==> src/rtl/mem_bus_arbiter.sv <==
// Round-robin owner of the cache-memory bus for two line requesters.
// Serialises READ_LINE / WRITE_LINE transactions and routes beats back to the owner.
module mem_bus_arbiter #(
    parameter int ADDR_W = 10,
    parameter int DATA_W = 16,
    parameter int BEATS  = 8
) (
    input  logic              clk,
    input  logic              RESET,

    input  logic [1:0]        req_cmd_0,
    input  logic [ADDR_W-1:0] req_addr_0,
    input  logic [DATA_W-1:0] req_wdata_0,
    output logic              gnt_0,
    output logic              wbeat_0,
    output logic              rsp_valid_0,
    output logic [DATA_W-1:0] rsp_data_0,
    output logic              done_0,

    input  logic [1:0]        req_cmd_1,
    input  logic [ADDR_W-1:0] req_addr_1,
    input  logic [DATA_W-1:0] req_wdata_1,
    output logic              gnt_1,
    output logic              wbeat_1,
    output logic              rsp_valid_1,
    output logic [DATA_W-1:0] rsp_data_1,
    output logic              done_1,

    output logic [1:0]        mem_cmd,
    output logic [ADDR_W-1:0] mem_addr,
    output logic [DATA_W-1:0] mem_wdata,
    output logic              mem_wvalid,
    input  logic              mem_rsp,
    input  logic [DATA_W-1:0] mem_rdata
);

    localparam int CNT_W = $clog2(BEATS) + 1;
    localparam logic [CNT_W-1:0] LAST_BEAT = CNT_W'(BEATS - 1);

    typedef enum logic [2:0] {
        S_IDLE,
        S_ISSUE,
        S_WBEAT,
        S_WAIT_RESP,
        S_DONE
    } state_t;

    state_t            state, state_nx;
    logic              owner, owner_nx;
    logic              is_write, is_write_nx;
    logic [ADDR_W-1:0] addr_q, addr_nx;
    logic              last_grant, last_grant_nx;
    logic [CNT_W-1:0]  beat_cnt, beat_cnt_nx;
    logic              rsp_fire;
    logic              elig_0, elig_1, winner;

    // Bit 1 set means READ_LINE or WRITE_LINE; 2'b00 and 2'b01 are both NOP.
    assign elig_0 = req_cmd_0[1];
    assign elig_1 = req_cmd_1[1];

    always_comb begin
        state_nx      = state;
        owner_nx      = owner;
        is_write_nx   = is_write;
        addr_nx       = addr_q;
        last_grant_nx = last_grant;
        beat_cnt_nx   = beat_cnt;
        rsp_fire      = 1'b0;
        winner        = 1'b0;

        case (state)
            S_IDLE: begin
                if (elig_0 || elig_1) begin
                    winner        = (elig_0 && elig_1) ? ~last_grant : elig_1;
                    owner_nx      = winner;
                    last_grant_nx = winner;
                    is_write_nx   = winner ? req_cmd_1[0] : req_cmd_0[0];
                    addr_nx       = winner ? req_addr_1 : req_addr_0;
                    beat_cnt_nx   = '0;
                    state_nx      = S_ISSUE;
                end
            end

            S_ISSUE: begin
                state_nx = is_write ? S_WBEAT : S_WAIT_RESP;
            end

            S_WBEAT: begin
                beat_cnt_nx = beat_cnt + CNT_W'(1);
                if (beat_cnt == LAST_BEAT) begin
                    state_nx = S_WAIT_RESP;
                end
            end

            S_WAIT_RESP: begin
                if (mem_rsp) begin
                    if (is_write) begin
                        state_nx = S_DONE;
                    end else begin
                        rsp_fire    = 1'b1;
                        beat_cnt_nx = beat_cnt + CNT_W'(1);
                        if (beat_cnt == LAST_BEAT) begin
                            state_nx = S_DONE;
                        end
                    end
                end
            end

            S_DONE: begin
                beat_cnt_nx = '0;
                state_nx    = S_IDLE;
            end

            default: begin
                state_nx = S_IDLE;
            end
        endcase
    end

    // Outputs are registered from the next-state values so they line up with the state they describe.
    always_ff @(posedge clk) begin
        if (RESET) begin
            state       <= S_IDLE;
            owner       <= 1'b0;
            is_write    <= 1'b0;
            addr_q      <= '0;
            last_grant  <= 1'b1;
            beat_cnt    <= '0;
            gnt_0       <= 1'b0;
            gnt_1       <= 1'b0;
            rsp_valid_0 <= 1'b0;
            rsp_valid_1 <= 1'b0;
            rsp_data_0  <= '0;
            rsp_data_1  <= '0;
            done_0      <= 1'b0;
            done_1      <= 1'b0;
            mem_cmd     <= '0;
            mem_addr    <= '0;
            mem_wvalid  <= 1'b0;
        end else begin
            state      <= state_nx;
            owner      <= owner_nx;
            is_write   <= is_write_nx;
            addr_q     <= addr_nx;
            last_grant <= last_grant_nx;
            beat_cnt   <= beat_cnt_nx;

            gnt_0 <= (state_nx != S_IDLE) && !owner_nx;
            gnt_1 <= (state_nx != S_IDLE) &&  owner_nx;

            mem_cmd    <= (state_nx == S_ISSUE) ? {1'b1, is_write_nx} : 2'b00;
            mem_addr   <= (state_nx == S_ISSUE) ? addr_nx : '0;
            mem_wvalid <= (state_nx == S_WBEAT);

            rsp_valid_0 <= rsp_fire && !owner;
            rsp_valid_1 <= rsp_fire &&  owner;
            if (rsp_fire && !owner) begin
                rsp_data_0 <= mem_rdata;
            end
            if (rsp_fire && owner) begin
                rsp_data_1 <= mem_rdata;
            end

            done_0 <= (state_nx == S_DONE) && !owner_nx;
            done_1 <= (state_nx == S_DONE) &&  owner_nx;
        end
    end

    assign wbeat_0   = (state == S_WBEAT) && !owner;
    assign wbeat_1   = (state == S_WBEAT) &&  owner;
    assign mem_wdata = mem_wvalid ? (owner ? req_wdata_1 : req_wdata_0) : '0;

endmodule

==> config.mk <==
export PLATFORM = sky130hd
export DESIGN_NAME = mem_bus_arbiter
export DESIGN_NICKNAME = d
export VERILOG_FILES = /design/src/rtl/mem_bus_arbiter.sv
export SDC_FILE = /design/constraint.sdc
export NUM_CORES = 1
export LEC_CHECK = 0
export CAP_MARGIN = 15
export CORE_ASPECT_RATIO = 2
export CORE_MARGIN = 3
export CORE_UTILIZATION = 35
export DETAILED_ROUTE_END_ITERATION = 16
export PLACE_DENSITY = 0.74
export SLEW_MARGIN = 10
export SYNTH_ARGS = -nofsm -noshare
export SYNTH_HDL_FRONTEND = slang
export SYNTH_SLANG_ARGS = --single-unit
==> constraint.sdc <==
create_clock -name clk -period 2.6 [get_ports clk]
set_input_delay 0.52 -clock clk [delete_from_list [all_inputs] [get_ports clk]]
set_output_delay 0.52 -clock clk [all_outputs]
set_load 0.005 [all_outputs]
==> impl_metrics.csv, run 1 <==
group,metric,value,unit
sta,final.period_utilization,85.8,%
floorplan,chipHeight,127,um
yosys,synth.ff_latch_count,61,
yosys,post_synth_instance_area,2580,um2
finish,diodes,0,
run_status,run_status,"finished, final reports clean",
placement,hpwlAfterDp,5870,um
placement,dpl-instance-area,4030,um2
sta,clock-skew-final,0.00501,ns
clocking,clock_tree_from_tritoncts,"built",
min_path,holdCritPathClass,"flop to flop",
clocking,tritoncts_num_sinks,61,
worst_setup_path,criticalPathCategory,"flop to output pin",
sta,timing.final.max_slew_violations,0,
worst_setup_path,worst_setup_path_startpoint,"owner",
sta,fin_tns_setup,0,ns
floorplan,ios,144,
placement,place.detailed.instances,524,
clocking,cts_hold_repair.buffers,0,
floorplan,core_area,7050,um2
worst_setup_path,max_stage_delay,0.54,ns
grt,maximum_number_of_pins_on_one_net_before_global_route_repair,38,
route,detail-route-antenna-nets,0,
finish,stdcell_count,539,
worst_setup_path,worst_path_required,2.08,ns
yosys,synth_cell_types,42,
floorplan,floorplan.initialDensity,36.6,%
worst_setup_path,worst_r2r_startpoint,"state[1]",
clocking,numCtsBuffers,9,
clocking,clkLatencyLatePin,0.32,ns
route,via_count,2565,
yosys,synth_edf_count,0,
worst_setup_path,worst_reg_to_reg_path_cell_count,4,
clocking,clk_root_buffer_cell,"sky130_fd_sc_hd__clkbuf_16",
clocking,clk_pin_slew_worst_paths,0.05,ns
sta,rsz0062_at_grt,"no",
sta,fin_crit,2.23,ns
sta,slew_worst_pin,0.611,ns
grt,grt_usage,18.2,%
finish,fillers,655,
run,drv.max_cap_violation_count,0,
floorplan,placementRows,43,
yosys,synth-main-ff-cell,"sky130_fd_sc_hd__dfxtp_1",
placement,port-buffer-count,143,
yosys,synth.net_count,387,
route,drc_errors,0,
yosys,ys_warn_count,0,
yosys,synthesis.instances,311,
finish,area.growth.synth_to_final,66.4,%
sta,maximum_clock_rate,448,MHz
grt,grt_first_pass_wirelength,11800,um
yosys,synth_async_sr_flop_share,0,%
clocking,cts_buffer_depth,2,
finish,multiInputGateArea,1210,um2
grt,grt_antenna_before_repair,0,
floorplan,die_width,66.7,um
sta,normalized_max_slew_margin,59.1,%
yosys,synth_area_per_cell,8.30,um2
finish,utilization,60.9,%
placement,placer_congestion,0.818,
route,post_drt_wl_per_cell,14.1,um
sta,count_of_final_setup_violators,0,
finish,layout.area.seq,1220,um2
route,vias_per_cell,4.76,
route,initialDrtViolationCount,148,
min_path,hold_path.startpoint,"rsp_data_1[5]",
power_and_ir_drop,vdd.ir_drop.worst,0.344,mV
worst_setup_path,cp_cell_sequence,"buf_4, mux2i_1, nor2b_1, clkdlybuf4s50_1",
clocking,clock_tree.htree_level_count,3,
worst_setup_path,cp-start-kind,"flop",
route,drt_first_pass_iters,4,
min_path,holdPathStages,2,
power_and_ir_drop,power_per_cell_area,588,nW/um2
worst_setup_path,worst-path-stages,4,
finish,layout.cell_area.non_filler,4290,um2
finish,final_layout_size_suffix_gt1_share,4.68,%
worst_setup_path,slowest_stage,"sky130_fd_sc_hd__clkdlybuf4s50_1",
yosys,synth_seq_area_share,47.3,%
sta,finalHoldViolCount,0,
grt,grt_pass1_vias,2531,
grt,grt_remaining_overflow,0,
route,routed_wl,7600,um
finish,design.final.nets,521,
clocking,cts_resized,0,
power_and_ir_drop,total_leakage_power,0.00155,uW
worst_setup_path,timing.critical_path.fanout_max,23,
worst_setup_path,timing.critical_path.to_type,"output pin",
clocking,cts.repair_timing.setup_buffer_count,0,
worst_setup_path,critPathTopFamily,"buffers and inverters",
floorplan,die_area,8500,um2
worst_setup_path,cp_data_arrival_time,1.71,ns
worst_setup_path,count_of_buffering_cells_on_the_critical_path_with_inverters_included,2,
## per-stage QoR
stage               hold slack (ns)  power [uW]  worst slack [ns]
finish                        0.450        2520             0.369
CTS                           0.453        2550             0.340
global placement              0.441        1500             0.393
floorplan                     0.453        1260              1.04
global route                  0.466        2630             0.223
detailed placement            0.446        1520             0.325
## metal layers
layer  share of wire [%]  track usage (%)  vias to the layer above
li1                    -                -                     1311
met1                  34             17.2                     1144
met2                  58             34.4                       95
met3                 6.0             5.28                       15
met4                 2.4             8.02                        0
met5                   0                0                        -
## power breakdown
group / switching (uW) / internal, uW
sequential: 44.9 / 986
combinational: 178 / 283
clock: 369 / 660
total: 592 / 1930
## worst paths after layout
| path | to | slack, ns |
|---|---|---|
| setup reg to reg | rsp_data_0[10] | 0.80 |
| hold / removal | rsp_data_1[5] | 0.45 |
| hold reg to reg | rsp_data_1[5] | 0.45 |
| setup / recovery | mem_wdata[4] | 0.37 |
## final cells by class
| type | count | share of cell area (%) |
|---|---|---|
| Clock buffer | 13 | 5.83 |
| Clock inverter | 2 | 0.233 |
| Inverter | 6 | 0.525 |
| Multi-Input combinational cell | 220 | 28.3 |
| Sequential cell | 61 | 28.4 |
| Tap cell | 90 | 2.62 |
| Timing Repair Buffer | 147 | 34.0 |
## registers in the layout, indices dropped and copies added (netlist names), 2 cells and up
name	count
mem_addr	10
mem_cmd	2
beat_cnt	4
rsp_data_1	16
rsp_data_0	16
state	3
## cell families after synthesis
kind of cell,after synthesis,synth area share (%)
DFF,61,47.3
and+or+nand+nor,138,24.9
buffers and inverters,30,5.58
muxes,18,7.03
AOI/OAI and AO/OA,63,14.6
adders and majority gates,1,0.485
## Yosys cell counts (3+ instances only)
| master | n | share of area, % |
|---|---|---|
| sky130_fd_sc_hd__a21oi_1 | 35 | 6.8 |
| sky130_fd_sc_hd__and2_1 | 3 | 0.73 |
| sky130_fd_sc_hd__buf_2 | 6 | 1.2 |
| sky130_fd_sc_hd__clkbuf_1 | 12 | 1.7 |
| sky130_fd_sc_hd__dfxtp_1 | 61 | 47 |
| sky130_fd_sc_hd__inv_1 | 6 | 0.87 |
| sky130_fd_sc_hd__mux2i_1 | 17 | 6.6 |
| sky130_fd_sc_hd__nand2_1 | 72 | 10 |
| sky130_fd_sc_hd__nand2b_1 | 3 | 0.73 |
| sky130_fd_sc_hd__nor2_1 | 25 | 3.6 |
| sky130_fd_sc_hd__nor2b_1 | 19 | 4.6 |
| sky130_fd_sc_hd__o21ai_0 | 4 | 0.78 |
| sky130_fd_sc_hd__o22ai_1 | 12 | 2.9 |
## placed cells by master (no fill, tap or decap), types with 3 or more instances in the layout
master,synthesis,routed
sky130_fd_sc_hd__a21oi_1,35,35
sky130_fd_sc_hd__and2_1,3,3
sky130_fd_sc_hd__buf_4,2,4
sky130_fd_sc_hd__clkbuf_1,12,3
sky130_fd_sc_hd__clkbuf_16,0,9
sky130_fd_sc_hd__clkdlybuf4s50_1,0,143
sky130_fd_sc_hd__dfxtp_1,61,61
sky130_fd_sc_hd__inv_1,6,6
sky130_fd_sc_hd__mux2i_1,17,17
sky130_fd_sc_hd__nand2_1,72,72
sky130_fd_sc_hd__nand2b_1,3,3
sky130_fd_sc_hd__nor2_1,25,25
sky130_fd_sc_hd__nor2b_1,19,19
sky130_fd_sc_hd__o21ai_0,4,4
sky130_fd_sc_hd__o22ai_1,12,12
## tightest hold or removal path, delay by kind of cell (launching register included)
kind / cells / cell delay (ns)
AO/OA/AOI/OAI: 1 / 0.05
AND/OR/NAND/NOR: 1 / 0.05
flip-flops: 1 / 0.30
Note: power is estimated with default switching activity, not from simulation.
==> run 2: changes to the inputs <==
PLACE_DENSITY = 0.72   (was 0.74)
clock period = 2.8 ns   (was 2.6 ns; I/O delays follow)
==> impl_metrics.csv, run 2 (synthesis results as in run 1) <==
group,metric,value,unit
sta,final.period_utilization,81.5,%
grt,grt_first_pass_wirelength,12200,um
worst_setup_path,crit_end,"mem_wdata[11]",
clocking,clk_root_buffer_cell,"sky130_fd_sc_hd__clkbuf_16",
route,routed_wl,7640,um
finish,utilization,61.2,%
grt,maximum_number_of_pins_on_one_net_before_global_route_repair,38,
worst_setup_path,timing.critical_path.to_type,"output pin",
clocking,clkLatencyLatePin,0.32,ns
power_and_ir_drop,pwr-share-comb,17.8,%
sta,finalHoldViolCount,0,
floorplan,ios,144,
worst_setup_path,slowest_stage,"sky130_fd_sc_hd__clkdlybuf4s50_1",
grt,grt_antenna_before_repair,0,
finish,diodes,0,
grt,grt_pass1_vias,2678,
power_and_ir_drop,power_switching,551,uW
power_and_ir_drop,clock_power_share,42.8,%
floorplan,die_area,8500,um2
worst_setup_path,count_of_buffering_cells_on_the_critical_path_with_inverters_included,2,
placement,placer_congestion,0.865,
worst_setup_path,cp_cell_sequence,"clkdlybuf4s50_1, mux2i_1, nor2b_1, clkdlybuf4s50_1",
power_and_ir_drop,vdd.ir_drop.worst,0.367,mV
sta,count_of_final_setup_violators,0,
finish,fillers,636,
floorplan,floorplan.initialDensity,36.6,%
route,drt_first_pass_iters,5,
power_and_ir_drop,power_report.internal_total,1880,uW
power_and_ir_drop,seq_power_share,39.4,%
sta,timing.final.max_slew_violations,0,
worst_setup_path,worst_reg_to_reg_path_cell_count,4,
run_status,run_status,"finished, final reports clean",
route,vias_per_cell,4.93,
finish,area.growth.synth_to_final,67.2,%
sta,normalized_max_slew_margin,57.8,%
route,via_count,2654,
sta,final.hold.worst_slack,0.452,ns
worst_setup_path,critPathTopFamily,"buffers and inverters",
power_and_ir_drop,total_leakage_power,0.00156,uW
clocking,clock_tree.htree_level_count,3,
finish,design.final.nets,521,
finish,most_common_library_cell_in_the_layout_ignoring_fill_and_taps,"sky130_fd_sc_hd__clkdlybuf4s50_1",
placement,port-buffer-count,143,
grt,grt_usage,18.9,%
worst_setup_path,cp_data_arrival_time,1.72,ns
worst_setup_path,timing.critical_path.fanout_max,1,
clocking,cts_hold_repair.buffers,0,
finish,top_regs,"rsp_data_0 (16), rsp_data_1 (16), mem_addr (10)",
sta,clock-skew-final,0.00551,ns
clocking,clk_pin_slew_worst_paths,0.05,ns
clocking,cts.repair_timing.setup_buffer_count,0,
placement,hpwlAfterDp,5900,um
clocking,tritoncts_num_sinks,61,
grt,grt_remaining_overflow,0,
sta,slew_worst_pin,0.631,ns
clocking,cts_resized,0,
clocking,clock_tree_from_tritoncts,"built",
sta,maximum_clock_rate,438,MHz
finish,leading_cell_types_in_the_layout_fill_and_taps_excluded,"sky130_fd_sc_hd__clkdlybuf4s50_1 (143), sky130_fd_sc_hd__nand2_1 (72), sky130_fd_sc_hd__dfxtp_1 (61)",
finish,final_layout_size_suffix_gt1_share,4.69,%
sta,fin_tns_setup,0,ns
worst_setup_path,path_common_cell,"sky130_fd_sc_hd__clkdlybuf4s50_1",
min_path,holdCritPathClass,"flop to flop",
power_and_ir_drop,finalPower,2430,uW
worst_setup_path,criticalPathCategory,"input pin to output pin",
worst_setup_path,r2r_slack,1.01,ns
route,detail-route-antenna-nets,0,
clocking,cts_buffer_depth,2,
run,drv.max_cap_violation_count,0,
power_and_ir_drop,power_per_cell_area,563,nW/um2
worst_setup_path,worst_path_required,2.24,ns
sta,rsz0062_at_grt,"no",
worst_setup_path,worst_setup_path_startpoint,"req_wdata_1[11]",
worst_setup_path,cp-start-kind,"input pin",
finish,multiInputGateArea,1210,um2
worst_setup_path,max_stage_delay,0.52,ns
route,drc_errors,0,
power_and_ir_drop,swShare,22.7,%
route,initialDrtViolationCount,116,
worst_setup_path,worst_r2r_startpoint,"state[1]",
floorplan,die_width,66.7,um
finish,layout.area.seq,1220,um2
floorplan,core_area,7050,um2
floorplan,chipHeight,127,um
worst_setup_path,regToRegEndpoint,"rsp_data_0[9]",
clocking,numCtsBuffers,9,
worst_setup_path,worst-path-stages,4,
sta,fin_crit,2.28,ns
route,post_drt_wl_per_cell,14.2,um
floorplan,placementRows,43,
run 2: power by group through the flow:
stage                     logic (uW)  registers, uW  clock network [uW]
after floorplan                  211            957                   0
final                            432            957                1040
after detailed placement         433            973                   0
after CTS                        437            956                1070
after global routing             472            964                1100
after global placement           427            971                   0
run 2: final cells by class:
type,instances,share of cell area (%)
Tap cell,90,2.61
Clock buffer,12,5.71
Multi-Input combinational cell,220,28.2
Timing Repair Buffer,147,33.9
Inverter,6,0.522
Clock inverter,2,0.812
Sequential cell,61,28.3
run 2: tightest hold or removal path: stages, from the launching register on:
cell	delay (ns)
sky130_fd_sc_hd__dfxtp_1	0.30
sky130_fd_sc_hd__nand2_1	0.05
sky130_fd_sc_hd__a21oi_1	0.05
run 2: stage by stage:
step | cells | instance area, um2 | setup WS, ns
6_report | 538 | 4310 | 0.517
5_1_grt | 538 | 4310 | 0.416
4_1_cts | 538 | 4310 | 0.491
3_5_place_dp | 524 | 4030 | 0.498
3_3_place_gp | 524 | 4030 | 0.527
2_1_floorplan | 311 | 2580 | 1.20
run 2: worst min-delay path by stage:
| stage | start | endpoint | cells after the start |
|---|---|---|---|
| 5_1_grt | rsp_data_1[10] | rsp_data_1[10] | 2 |
| 3_3_place_gp | rsp_data_1[11] | rsp_data_1[11] | 2 |
| 3_5_place_dp | rsp_data_1[2] | rsp_data_1[2] | 2 |
| 2_1_floorplan | rsp_data_0[0] | rsp_data_0[0] | 2 |
| 4_1_cts | rsp_data_1[2] | rsp_data_1[2] | 2 |
| 6_report | rsp_data_1[2] | rsp_data_1[2] | 2 |
run 2: routing by layer:
metal	share of wire (%)	wire length [um]	GRT usage (%)
met5	0	0	0
met1	33	2530	17.8
met4	3.5	268	10.5
met2	57	4330	35.4
met3	6.7	509	4.49
